==> src/rtl/mem_arbiter.sv <==
// Two-requester (I-cache / D-cache) memory arbiter: IDLE/GNT_I/GNT_D with registered grant.
// Define ARB_ROUND_ROBIN_EN for round-robin on contention; otherwise the data cache always wins.
module mem_arbiter #(
    parameter int unsigned ADDR_W = 28,
    parameter int unsigned DATA_W = 128
) (
    input  logic              clk,
    input  logic              proc_reset,
    input  logic              i_read,
    input  logic              i_write,
    input  logic [ADDR_W-1:0] i_addr,
    input  logic [DATA_W-1:0] i_wdata,
    output logic              i_ready,
    output logic [DATA_W-1:0] i_rdata,
    input  logic              d_read,
    input  logic              d_write,
    input  logic [ADDR_W-1:0] d_addr,
    input  logic [DATA_W-1:0] d_wdata,
    output logic              d_ready,
    output logic [DATA_W-1:0] d_rdata,
    output logic              mem_read,
    output logic              mem_write,
    output logic [ADDR_W-1:0] mem_addr,
    output logic [DATA_W-1:0] mem_wdata,
    input  logic [DATA_W-1:0] mem_rdata,
    input  logic              mem_ready,
    output logic              busy
);

    typedef enum logic [1:0] {
        IDLE  = 2'd0,
        GNT_I = 2'd1,
        GNT_D = 2'd2
    } state_t;

    state_t r_state;
    state_t w_state_nxt;
    logic   w_i_pend;
    logic   w_d_pend;

`ifdef ARB_ROUND_ROBIN_EN
    logic   r_prefer_i;
    logic   w_prefer_i_nxt;
`endif

    assign w_i_pend = i_read | i_write;
    assign w_d_pend = d_read | d_write;

    // Read data is shared; only the ready strobe identifies the owner.
    assign i_rdata = mem_rdata;
    assign d_rdata = mem_rdata;

    always_ff @(posedge clk or posedge proc_reset) begin
        if (proc_reset) begin
            r_state    <= IDLE;
`ifdef ARB_ROUND_ROBIN_EN
            r_prefer_i <= 1'b0;
`endif
        end else begin
            r_state    <= w_state_nxt;
`ifdef ARB_ROUND_ROBIN_EN
            r_prefer_i <= w_prefer_i_nxt;
`endif
        end
    end

    always_comb begin
        w_state_nxt = r_state;
`ifdef ARB_ROUND_ROBIN_EN
        w_prefer_i_nxt = r_prefer_i;
`endif
        busy      = 1'b0;
        i_ready   = 1'b0;
        d_ready   = 1'b0;
        mem_read  = 1'b0;
        mem_write = 1'b0;
        mem_addr  = '0;
        mem_wdata = '0;

        case (r_state)
            IDLE: begin
`ifdef ARB_ROUND_ROBIN_EN
                // On contention the pointer decides; it flips on every grant entry.
                if (w_d_pend && !(w_i_pend && r_prefer_i)) begin
                    w_state_nxt    = GNT_D;
                    w_prefer_i_nxt = 1'b1;
                end else if (w_i_pend) begin
                    w_state_nxt    = GNT_I;
                    w_prefer_i_nxt = 1'b0;
                end
`else
                if (w_d_pend) begin
                    w_state_nxt = GNT_D;
                end else if (w_i_pend) begin
                    w_state_nxt = GNT_I;
                end
`endif
            end
            GNT_I: begin
                busy      = 1'b1;
                mem_read  = i_read;
                mem_write = i_write;
                mem_addr  = i_addr;
                mem_wdata = i_wdata;
                i_ready   = mem_ready;
                // Completion or requester withdrawal both release the grant.
                if (mem_ready || !w_i_pend) begin
                    w_state_nxt = IDLE;
                end
            end
            GNT_D: begin
                busy      = 1'b1;
                mem_read  = d_read;
                mem_write = d_write;
                mem_addr  = d_addr;
                mem_wdata = d_wdata;
                d_ready   = mem_ready;
                if (mem_ready || !w_d_pend) begin
                    w_state_nxt = IDLE;
                end
            end
            default: begin
                w_state_nxt = IDLE;
            end
        endcase
    end

endmodule

==> config.mk <==
export PLATFORM = sky130hd
export DESIGN_NAME = mem_arbiter
export DESIGN_NICKNAME = d
export VERILOG_FILES = /design/src/rtl/mem_arbiter.sv
export SDC_FILE = /design/constraint.sdc
export NUM_CORES = 1
export LEC_CHECK = 0
export ABC_AREA = 1
export BUFFER_PORTS_ARGS = -buffer_cell sky130_fd_sc_hd__buf_2
export CAP_MARGIN = 5
export CELL_PAD_IN_SITES_DETAIL_PLACEMENT = 0
export CELL_PAD_IN_SITES_GLOBAL_PLACEMENT = 1
export CORE_AREA = 5 5 330 332
export CTS_CLUSTER_SIZE = 30
export DETAILED_ROUTE_END_ITERATION = 12
export DIE_AREA = 0 0 335 337
export MAX_ROUTING_LAYER = met4
export PLACE_DENSITY_LB_ADDON = 0.2
export SLEW_MARGIN = 20
export SYNTH_ARGS = -nofsm -noshare
export SYNTH_HDL_FRONTEND = slang
export SYNTH_SLANG_ARGS = --single-unit
export TNS_END_PERCENT = 1
==> constraint.sdc <==
create_clock -name clk -period 2.8 [get_ports clk]
set_input_delay 0.28 -clock clk [delete_from_list [all_inputs] [get_ports clk]]
set_output_delay 0.28 -clock clk [all_outputs]
set_load 0.05 [all_outputs]
## After elaboration in Yosys (flattened, before gate mapping)

Cells that the tools add are included.

| cells by class | value |
|---|---|
| equality and inequality tests | 5 |
| mux-type cells | 12 |
| bitwise operators | 2 |
| reductions and logical operators | 7 |

Operators by type and width:

| kind | number |
|---|---|
| 128-bit one-hot mux with 2 select lines | 1 |
| 28-bit one-hot mux with 2 select lines | 1 |
| 2-bit 2-to-1 mux | 4 |
| 2-bit one-hot mux with 3 select lines | 1 |
| 2-bit != test, second input constant | 2 |
| 1-bit one-hot mux with 2 select lines | 2 |
| 1-bit 2-to-1 mux | 3 |
| 3-bit != test, second input constant | 1 |
| 3-bit AND reduction | 1 |
| 2-bit by 1-bit == test with 1-bit output, second input constant | 1 |
| 2-bit == test, second input constant | 1 |
| 1-bit zero test | 2 |
| 2-bit zero test | 1 |
| 1-bit logical OR | 2 |
| 1-bit OR | 2 |
| 2-bit OR reduction | 1 |

| storage, ports and cells | value |
|---|---|
| register bits after elaboration | 2 |
| input port bits | 447 |
| logic and storage cells | 27 |

## Depth between registers and ports, before layout

Gate-level depths: netlist (run 1).

| depth | value |
|---|---|
| depth after elaboration | 5 |
| depth in mapped cells | 8 |
| gate-level depth less buffers | 6 |

## Worst setup path before layout (run 1)

OpenSTA, ideal clock, no wires.

| timing path | value |
|---|---|
| path kind | register to output |
| start point | register r_state[0] |
| end point | output mem_wdata[58] |
| data arrival time | 2.211 ns |
| slack | 0.309 ns |
| stages on the path, launching flop included | 7 |
| buffers on the path | 2 |
| cells stage by stage | dfrtp_1 inv_1 ha_1 inv_2 buf_2 clkbuf_1 a21oi_1 |

| between the ends | value |
|---|---|
| longest elaborated chain between the ends | 2 |

Ends and longest elaborated chain:

| item | RTL line | source |
|---|---|---|
| from (decl) | 36 | `state_t r_state;` |
| from (signal assigned) | 60 | `r_state <= w_state_nxt;` |
| 2-bit == test or 2-bit by 1-bit == test with 1-bit output (tied branches) | 80 | `case (r_state)` |
| 128-bit one-hot mux with 2 select lines * | 80 |  |
| to (decl) | 24 | `output logic [DATA_W-1:0] mem_wdata,` |

Mark *: on every way between the ends. The rest lies on a longest branch, timed or not.

## Final worst setup path (run 1)

| timing path | value |
|---|---|
| start point | register r_state[0] |
| end point | output mem_wdata[35] |

The elaborated chain is that of the path after synthesis.

==> summary.md, run 1 <==
| Metric | Value |
|---|---|
| CP endpoint kind | `output pin` |
| Syn Area/Cell | `5.53 sq um` |
| CTS sink count | `2` |
| Post-Synthesis Net Count | `1,268` |
| Root buf cell | `clkbuf_16` |
| Global-route wire length before repair | `53,000 um` |
| Via count of the first global-routing pass | `6,203` |
| Mapped Cells | `818` |
| Io pins | `864` |
| Peak supply drop | `316 uV` |
| Ratio of cells with drive above 1 in the final layout | `50.5%` |
| Yosys reg bits | `2` |
| Die H | `337 um` |
| Top-area cell type share of the netlist area | `43.0%` |
| Slew Viols, Final | `0` |
| Status | `finished, final reports clean` |
| Slew headroom | `68.7%` |
| Maximum root-to-sink buffer count | `2` |
| Total grt overflow | `0` |
| Largest net degree at the start of global routing | `66` |
| Largest register by flop count | `r_state` |
| Crit path time final | `2.62 ns` |
| Number of synthesized flops with an enable pin | `0` |
| Max Clk Rate | `382 MHz` |
| Final Cell Area | `6800 sq um` |
| Core Rows | `120` |
| Critical setup path kind | `register to output pin` |
| CTS buffer count | `3` |
| Post-route ant nets | `0` |
| Leading area contributor after synthesis | `buf_4` |
| Max FFs per register | `2` |
| First-pass detailed-route iteration total | `4` |
| Final Hold Fails | `0` |
| Vias | `5,865` |
| Mapped Area | `4530 sq um` |
| Worst min-delay path class | `primary input to asynchronous set/reset pin` |
| Worst Setup Start Kind | `register` |
| Leakage power | `0.00301 uW` |
| Width of the die | `335 um` |
| Top_reg_cell synth | `dfrtp_1` |
| WL per Instance | `17.2 um` |
| Worst EP arrival | `2.34 ns` |
| Critical path required time | `2.52 ns` |
| Largest cells by area after synthesis | `buf_4, nand2_1, a21oi_1` |
| Post-synth top cells | `nand2_1, buf_4, a21oi_1` |
| GP Congestion | `0.866` |
| Area growth syn-to-layout | `50.2%` |
| Fillers | `12,900` |
| Worst Tran Pin Value | `0.470 ns` |
| Nets | `1,477` |
| Clock skew | `0.00119 ns` |
| Final WL | `41,900 um` |
| Largest registers | `r_state: 2 flops` |
| Starting Density | `4.27%` |
| Netlist cell types | `13` |
| Post-route DRC | `0` |
| Worst-Skew Late Latency | `0.22 ns` |
| Final HPWL from detailed placement | `37,400 um` |
| Sequential area share after synthesis | `1.11%` |
| H-tree depth | `1` |
| Reg2reg path depth | `8` |
| Final setup vio count | `0` |
| Power per cell area | `913 nW/um^2` |
| Antenna violations before repair | `16` |
| Dpl cell area | `6680 sq um` |
| Drt via density | `2.40` |
| Final period util | `93.6%` |
| CP max FO | `65` |
| Clk pin slew, worst setup/hold paths | `0.03 ns` |
| TritonCTS clock tree | `yes` |
| Count leader, synth | `nand2_1` |
| Total Neg Setup Slack | `0 ns` |
| Yosys Warn Count | `0` |
| Core footprint | `106,000 sq um` |
| Max-capacitance violation count | `0` |
| First DRT Iteration DRCs | `161` |
| PortBufs | `479` |
| Die Footprint | `113,000 sq um` |
| GRT Total Usage | `7.00%` |
| Async SR Flop Fraction | `100%` |
| RSZ-0062 raised after global routing | `false` |
| CTS resizes | `0` |
-- critical path: stages (launching register included) --
cell     delay, ns
dfrtp_1       0.41
inv_1         0.14
ha_4          0.18
buf_12        0.25
nand2_1       0.18
a21oi_1       0.42
buf_4         0.19
buf_2         0.26
-- timing repair --
action / in CTS / in global routing
endpoints found under the hold margin: 2 / 0
setup buffers: 0 / 0
hold buffers: 1 / 0
-- layout by cell type (no fill, tap or decap), drive strengths merged --
cell / n
nand2: 324
ha: 3
clkbuf: 3
dlygate4sd3: 1
diode: 14
buf: 512
dfrtp: 2
a21oi: 158
nand3: 4
inv: 12
nor2: 4
nand4: 2
-- final timing paths --
| check | start | to | slack, ns |
|---|---|---|---|
| max in group asynchronous | proc_reset | r_state[0] | 2.15 |
| setup reg to reg | r_state[0] | r_state[1] | 1.10 |
| min in group clk | i_write | r_state[0] | 0.53 |
| hold reg to reg | r_state[0] | r_state[0] | 0.56 |
| hold / removal | proc_reset | r_state[1] | 0.53 |
| setup / recovery | r_state[0] | mem_wdata[35] | 0.18 |
-- kinds of logic (layout without fill, tap and decap cells) --
family / Yosys count / in the layout / synth area share, %
and+or+nand+nor: 334 / 334 / 27.9
buffers and inverters: 321 / 528 / 52.7
AOI/OAI and AO/OA: 158 / 158 / 17.5
adders and majority gates: 3 / 3 / 0.829
DFF: 2 / 2 / 1.11
other: 0 / 14 / 0
-- layout make-up --
class	count	area, sq um	share of cell area [%]
Timing Repair Buffer	513	2720	40.0
Sequential cell	2	50.0	0.736
Antenna cell	14	35.0	0.515
Inverter	12	50.0	0.736
Clock buffer	3	75.1	1.10
Tap cell	1403	1760	25.8
Multi-Input combinational cell	495	2120	31.1
-- layer usage --
| layer | up-vias | part of all wire (%) | global-route usage, % |
|---|---|---|---|
| met5 | - | 0 | - |
| met4 | 0 | 3.3 | 2.08 |
| met3 | 124 | 13 | 3.20 |
| met2 | 491 | 45 | 11.2 |
| met1 | 2507 | 38 | 7.88 |
| li1 | 2743 | - | - |
-- power by group --
part	switching (uW)	internal (uW)	leakage, uW	total (uW)
combinational	4670	1280	0.00294	5950
clock	32.4	182	0.0000371	214
sequential	12.2	39.2	0.0000258	51.4
total	4720	1500	0.00301	6210
-- through the flow --
stage	power [uW]	hold WS [ns]	setup slack (ns)	utilization, %	std cells
global placement	6270	0.145	0.311	6.30	2424
CTS	6500	0.533	0.0793	6.38	2428
detailed placement	6270	0.143	0.317	6.30	2424
finish	6210	0.529	0.179	6.42	2442
global route	6690	0.537	0.0388	6.41	2439
floorplan	5070	0.0212	0.309	-	818
(Power assumes the default switching activity.)
==> run 2, diff against run 1 <==
--- a/config.mk
+++ b/config.mk
@@ -5,11 +5,8 @@
 export SDC_FILE = /design/constraint.sdc
 export NUM_CORES = 1
 export LEC_CHECK = 0
-export ABC_AREA = 1
 export BUFFER_PORTS_ARGS = -buffer_cell sky130_fd_sc_hd__buf_2
 export CAP_MARGIN = 5
-export CELL_PAD_IN_SITES_DETAIL_PLACEMENT = 0
-export CELL_PAD_IN_SITES_GLOBAL_PLACEMENT = 1
 export CORE_AREA = 5 5 330 332
 export CTS_CLUSTER_SIZE = 30
 export DETAILED_ROUTE_END_ITERATION = 12
==> constraint.sdc (replaced) <==
create_clock -name clk -period 2.7 [get_ports clk]
set_input_delay 0.27 -clock clk [delete_from_list [all_inputs] [get_ports clk]]
set_output_delay 0.27 -clock clk [all_outputs]
set_load 0.05 [all_outputs]
==> run 2 against run 1 <==
The run now ends with setup timing left. Synthesized area is essentially flat. Largest cell class unchanged. Synthesized cell count shrank 21%. Sequential share of layout area is essentially flat. Clock power grew 4%.
==> summary.md, run 2 <==
| Metric | Value |
|---|---|
| Status | `finished, violations left` |
| Failing checks | `setup timing` |
| GP Congestion | `0.681` |
| Critical path required time | `2.43 ns` |
| PortBufs | `479` |
| Worst hold slack | `0.467 ns` |
| Die H | `337 um` |
| Nets | `1,297` |
| Antenna violations before repair | `29` |
| FF-to-FF End | `r_state[0]` |
| Critical Path Max Stage Delay | `0.72 ns` |
| Slew Viols, Final | `0` |
| CTS buffer count | `3` |
| Max Clk Rate | `355 MHz` |
| Post-route DRC | `0` |
| WL per Instance | `18.5 um` |
| Largest cells by area after synthesis | `buf_4, a22oi_1, nor2b_1` |
| Via count of the first global-routing pass | `5,532` |
| Fillers | `12,600` |
| Clk pin slew, worst setup/hold paths | `0.03 ns` |
| Power per cell area | `1400 nW/um^2` |
| Syn Area/Cell | `7.01 sq um` |
| Vias | `5,335` |
| Mapped Cells | `645` |
| Ratio of cells with drive above 1 in the final layout | `61.3%` |
| CP endpoint kind | `output pin` |
| Maximum root-to-sink buffer count | `2` |
| Post-CTS setup buffer count | `0` |
| Max stage delay cell, worst path | `a22oi_1` |
| Worst Tran Pin Value | `0.843 ns` |
| Leading area contributor after synthesis | `buf_4` |
| Post-route ant nets | `0` |
| Area of the multi-input gates | `2350 sq um` |
| Leakage power | `0.00294 uW` |
| Most common cell after layout, fill and taps aside | `buf_2` |
| Core Rows | `120` |
| Final worst slack | `-0.119 ns` |
| Worst min-delay path class | `primary input to asynchronous set/reset pin` |
| Top-area cell type share of the netlist area | `42.6%` |
| Width of the die | `335 um` |
| Post-Synthesis Net Count | `1,095` |
| Drt via density | `2.35` |
| Compound-Gate Fraction of Synth Area | `27.2%` |
| Reg2reg path depth | `7` |
| Total grt overflow | `0` |
| RSZ-0062 raised after global routing | `true` |
| Post-synth top cells | `buf_4, a22oi_1, nor2b_1` |
| GRT Total Usage | `6.94%` |
| Reg-to-reg startpoint | `r_state[0]` |
| Final Hold Fails | `0` |
| PnR Total Power | `10,200 uW` |
| Number of synthesized flops with an enable pin | `0` |
| Final HPWL from detailed placement | `38,100 um` |
| Max FFs per register | `2` |
| Simple-Gate Fraction of Synth Area | `22.7%` |
| Worst EP arrival | `2.55 ns` |
| Largest family of logic cells by synthesized area | `buffers and inverters` |
| Io pins | `864` |
| Crit path time final | `2.82 ns` |
| Async SR Flop Fraction | `100%` |
| Mapped Area | `4520 sq um` |
| Area growth syn-to-layout | `60.7%` |
| Worst Setup Start Kind | `register` |
| Final setup vio count | `1` |
| Final WL | `41,800 um` |
| Max-capacitance violation count | `0` |
| Root buf cell | `clkbuf_16` |
| First DRT Iteration DRCs | `165` |
| Adder-Cell Fraction of Synth Area | `0.830%` |
| Global-route wire length before repair | `51,400 um` |
| Crit-path leading delay family | `buffers and inverters` |
| Clock skew | `0.00156 ns` |
| Largest net degree at the start of global routing | `49` |
| Most frequent cells in the layout | `buf_2, nor2b_1, a22oi_1, buf_12, buf_4` |
| Top_reg_cell synth | `dfrtp_1` |
| H-tree depth | `1` |
| XOR/XNOR Fraction of Synth Area | `0%` |
| First-pass detailed-route iteration total | `4` |
| Critical setup path kind | `register to output pin` |
| CP max FO | `38` |
| Starting Density | `4.27%` |
| Yosys reg bits | `2` |
| Final period util | `104%` |
| Die Footprint | `113,000 sq um` |
| Largest register by flop count | `r_state` |
| Yosys Warn Count | `0` |
| Slew headroom | `43.8%` |
| Flop2flop setup slack | `0.92 ns` |
| Dpl cell area | `7110 sq um` |
| Crit path buf inv count | `4` |
| Multiplexer share of the synthesized area | `0%` |
| Final Cell Area | `7270 sq um` |
| CTS sink count | `2` |
| Sequential area share after synthesis | `1.11%` |
| Reg area | `50.0 sq um` |
| Count leader, synth | `buf_4` |
| Netlist cell types | `19` |
| Total Neg Setup Slack | `-0.119 ns` |
| Worst path most repeated cell | `buf_12` |
| TritonCTS clock tree | `yes` |
| Crit-path cells | `inv_1, ha_4, buf_12, buf_12, a22oi_1, nor2b_1, buf_2` |
| Peak supply drop | `491 uV` |
| Core footprint | `106,000 sq um` |
| Worst-Skew Late Latency | `0.22 ns` |
| Largest registers | `r_state: 2 flops` |
## run 2: changes by cell type after synthesis, moves of 14 or more
cell / before / now
a21oi_1: 158 / 1
a22oi_1: 0 / 158
buf_6: 24 / 0
clkbuf_1: 4 / 18
nand2_1: 324 / 0
nor2b_1: 0 / 158
## run 2: what timing repair did
| action | in CTS | in global routing |
|---|---|---|
| hold endpoints to repair | 2 | 0 |
| endpoints found under the setup margin | 3 | 8 |
| hold buffers | 1 | 0 |
| pin swaps | 0 | 0 |
| gates resized for setup | 4 | 3 |
## run 2: final cells by class
| type | count | share of cell area (%) |
|---|---|---|
| inverter | 4 | 0.206 |
| antenna | 18 | 0.619 |
| tap | 1403 | 24.1 |
| sequential | 2 | 0.688 |
| clock buffer | 3 | 1.03 |
| timing repair buffer | 506 | 41.0 |
| multi-input combinational | 330 | 32.3 |
## run 2: how the worst max path moves through the flow
stage               cells past startpoint        from  slack [ns]        endpoint
global route                            7  r_state[0]       -0.03  mem_wdata[107]
global placement                        7  r_state[0]        0.06  mem_wdata[124]
floorplan                               5  r_state[0]        0.19  mem_wdata[100]
CTS                                     7  r_state[0]       0.009  mem_wdata[104]
finish                                  7  r_state[0]       -0.12   mem_wdata[96]
detailed placement                      7  r_state[0]        0.08  mem_wdata[124]
## run 2: report_power, final
group	switching, uW	total, uW	internal (uW)
Sequential	17.2	62.4	45.2
Combinational	6840	9870	3030
Clock	33.7	222	188
Total	6890	10200	3260
## run 2: layer usage
layer | vias to the layer above | wire length, um | GRT usage, %
met2 | 500 | 18200 | 10.6
met3 | 118 | 6180 | 3.24
li1 | 2383 | - | -
met4 | 0 | 1330 | 1.88
met1 | 2334 | 16100 | 8.18
met5 | - | 0 | -
## run 2: logic make-up after synthesis
| kind of cell | after synthesis |
|---|---|
| AND/OR/NAND/NOR | 164 |
| AO/OA/AOI/OAI | 163 |
| flip-flops | 2 |
| adder cells (fa/ha/maj) | 3 |
| buffers and inverters | 313 |
## run 2: tightest hold or removal path, cell delays in order
cell	delay, ns
dlygate4sd3_1	0.54
buf_2	0.12
inv_1	0.08
## run 2: through the flow
step           std cells  worst slack [ns]  utilization [%]
2_1_floorplan        645             0.194                -
3_3_place_gp        2244            0.0621             6.71
3_5_place_dp        2244            0.0775             6.71
4_1_cts             2248           0.00945             6.81
5_1_grt             2264           -0.0297             6.86
6_report            2266            -0.119             6.86
==> run 3, diff against run 2 <==
--- a/config.mk
+++ b/config.mk
@@ -13,6 +13,7 @@
 export DIE_AREA = 0 0 335 337
 export MAX_ROUTING_LAYER = met4
 export PLACE_DENSITY_LB_ADDON = 0.2
+export REMOVE_ABC_BUFFERS = 1
 export SLEW_MARGIN = 20
 export SYNTH_ARGS = -nofsm -noshare
 export SYNTH_HDL_FRONTEND = slang
==> run 3 against run 2 <==
The flow now finishes without violations. Critical path type unchanged. Maximum frequency increased by 12%. Register-to-register slack improved by 0.04 ns. Combinational power is 8% higher. Clock skew down 0.0011 ns. Largest cell class unchanged. Cell count fell by 0.62%. Clock power about the same.
==> summary.md, run 3 (same netlist as run 2, synthesis figures left out) <==
| Metric | Value |
|---|---|
| Status | `finished, final reports clean` |
| Power per cell area | `1440 nW/um^2` |
| Worst EP arrival | `2.25 ns` |
| GP Congestion | `0.744` |
| PortBufs | `479` |
| Vias | `6,110` |
| Max-capacitance violation count | `0` |
| Critical Path Max Stage Delay | `0.64 ns` |
| Final HPWL from detailed placement | `78,200 um` |
| Clock skew | `0.000428 ns` |
| H-tree depth | `1` |
| Worst-Skew Late Latency | `0.22 ns` |
| Die H | `337 um` |
| Root buf cell | `clkbuf_16` |
| Fillers | `12,600` |
| Largest registers | `r_state: 2 flops` |
| PnR Total Power | `11,000 uW` |
| Total Neg Setup Slack | `0 ns` |
| Final setup vio count | `0` |
| Starting Density | `4.27%` |
| Reg2reg path depth | `7` |
| FF-to-FF End | `r_state[0]` |
| Most common cell after layout, fill and taps aside | `buf_2` |
| Flop2flop setup slack | `0.96 ns` |
| Final WL | `90,600 um` |
| GR Layer Usage met2 | `19.7%` |
| Area growth syn-to-layout | `69.2%` |
| Core Rows | `120` |
| Critical setup path kind | `register to output pin` |
| CTS sink count | `2` |
| Clk pin slew, worst setup/hold paths | `0.03 ns` |
| Total grt overflow | `0` |
| CP max FO | `11` |
| Setup WS pre-CTS | `0.327 ns` |
| CP endpoint kind | `output pin` |
| Max Clk Rate | `396 MHz` |
| Most frequent cells in the layout | `buf_2, a22oi_1, nor2b_1, buf_12, buf_4` |
| Worst min-delay path class | `primary input to register` |
| Worst Setup Start Kind | `register` |
| Io pins | `864` |
| CTS resizes | `0` |
| Crit path to | `mem_wdata[51]` |
| Reg-to-reg startpoint | `r_state[0]` |
| Max stage delay cell, worst path | `a22oi_1` |
| Crit path buf inv count | `3` |
| WL per Instance | `40.2 um` |
| Post-route ant nets | `0` |
| RSZ-0062 raised after global routing | `false` |
| Width of the die | `335 um` |
| Largest register by flop count | `r_state` |
| Global-route wire length before repair | `105,000 um` |
| Crit path time final | `2.52 ns` |
| Core footprint | `106,000 sq um` |
| Worst Tran Pin Value | `0.739 ns` |
| Max FFs per register | `2` |
| Final worst slack | `0.178 ns` |
| GRT Max-Usage Layer | `met2` |
| First DRT Iteration DRCs | `294` |
| Crit-path cells | `inv_1, ha_4, buf_4, a22oi_1, nor2b_1, buf_12` |
| Slew Viols, Final | `0` |
| Worst hold slack | `0.518 ns` |
| Peak supply drop | `754 uV` |
| Drt via density | `2.71` |
| CTS buffer count | `3` |
| Maximum root-to-sink buffer count | `2` |
| Largest net degree at the start of global routing | `85` |
| Post-route DRC | `0` |
| Die Footprint | `113,000 sq um` |
| Nets | `1,290` |
| Final Hold Fails | `0` |
| Via count of the first global-routing pass | `6,293` |
| Ratio of cells with drive above 1 in the final layout | `60.5%` |
| GRT Total Usage | `15.6%` |
| First-pass detailed-route iteration total | `5` |
| TritonCTS clock tree | `yes` |
| Critical path required time | `2.43 ns` |
| Crit-path leading delay family | `compound AO/OA/AOI/OAI gates` |
| Leakage power | `0.00300 uW` |
| Met3 Use GR | `15.9%` |
| Number of cells on the critical path | `6` |
| Antenna violations before repair | `24` |
| Slew headroom | `50.8%` |
| Crit. Startpoint | `r_state[0]` |
| Met1 usage | `18.0%` |
| Final period util | `93.4%` |
| Post-route core utilization | `7.22%` |
-- run 3: changes by cell type in the layout (fill, tap and decap cells not counted) --
| cell | delta |
|---|---|
| a22oi_1 | +4 |
| diode_2 | -7 |
| buf_12 | +32 |
| buf_6 | -1 |
| clkbuf_4 | -1 |
| buf_2 | -30 |
| a22oi_2 | -4 |
| buf_4 | -7 |
-- run 3: how the worst min path moves through the flow --
stage | slack, ns | cells after the start | end | startpoint
3_3_place_gp | 0.16 | 2 | r_state[0] | proc_reset
5_1_grt | 0.54 | 0 | i_rdata[90] | mem_rdata[90]
2_1_floorplan | 0.01 | 1 | r_state[0] | proc_reset
6_report | 0.52 | 4 | r_state[0] | d_read
4_1_cts | 0.52 | 4 | r_state[0] | d_read
3_5_place_dp | 0.16 | 2 | r_state[0] | proc_reset
-- run 3: worst reg2reg max path, stage by stage, from the launching register on --
cell and delay, ns:
dfrtp_1 0.41, inv_1 0.18, ha_4 0.20, buf_12 0.18
inv_2 0.05, o32ai_2 0.31, a31oi_1 0.10, o21ba_1 0.18
-- run 3: through the flow --
| stage | instances | cell area [sq um] |
|---|---|---|
| final | 2252 | 7650 |
| after global routing | 2249 | 7650 |
| after CTS | 2241 | 7630 |
| after detailed placement | 2237 | 7540 |
| after global placement | 2237 | 7540 |
| after floorplan | 336 | 2360 |
-- run 3: timing repair --
action / 4_1_cts / 5_1_grt
endpoints found under the setup margin: 0 / 0
endpoints found under the hold margin: 2 / 0
hold buffers: 1 / 0
setup buffers: 0 / 0
-- run 3: area by class of cell --
| cell class | instances | area [sq um] | area share [%] |
|---|---|---|---|
| sequential | 2 | 50.0 | 0.654 |
| tap | 1403 | 1760 | 22.9 |
| inverter | 4 | 15.0 | 0.196 |
| multi-input combinational | 330 | 2330 | 30.4 |
| timing repair buffer | 499 | 3400 | 44.4 |
| antenna | 11 | 27.5 | 0.360 |
| clock buffer | 3 | 75.1 | 0.981 |
-- run 3: power breakdown --
part	internal (uW)	switching [uW]
clock	188	34.3
combinational	3460	7250
sequential	45.2	16.5
-- run 3: routing by layer --
| layer | up-vias | wire length, um | share of wire (%) |
|---|---|---|---|
| li1 | 2351 | - | - |
| met3 | 48 | 20200 | 22 |
| met4 | 0 | 575 | 0.63 |
| met2 | 964 | 32700 | 36 |
| met5 | - | 0 | 0 |
| met1 | 2747 | 37200 | 41 |
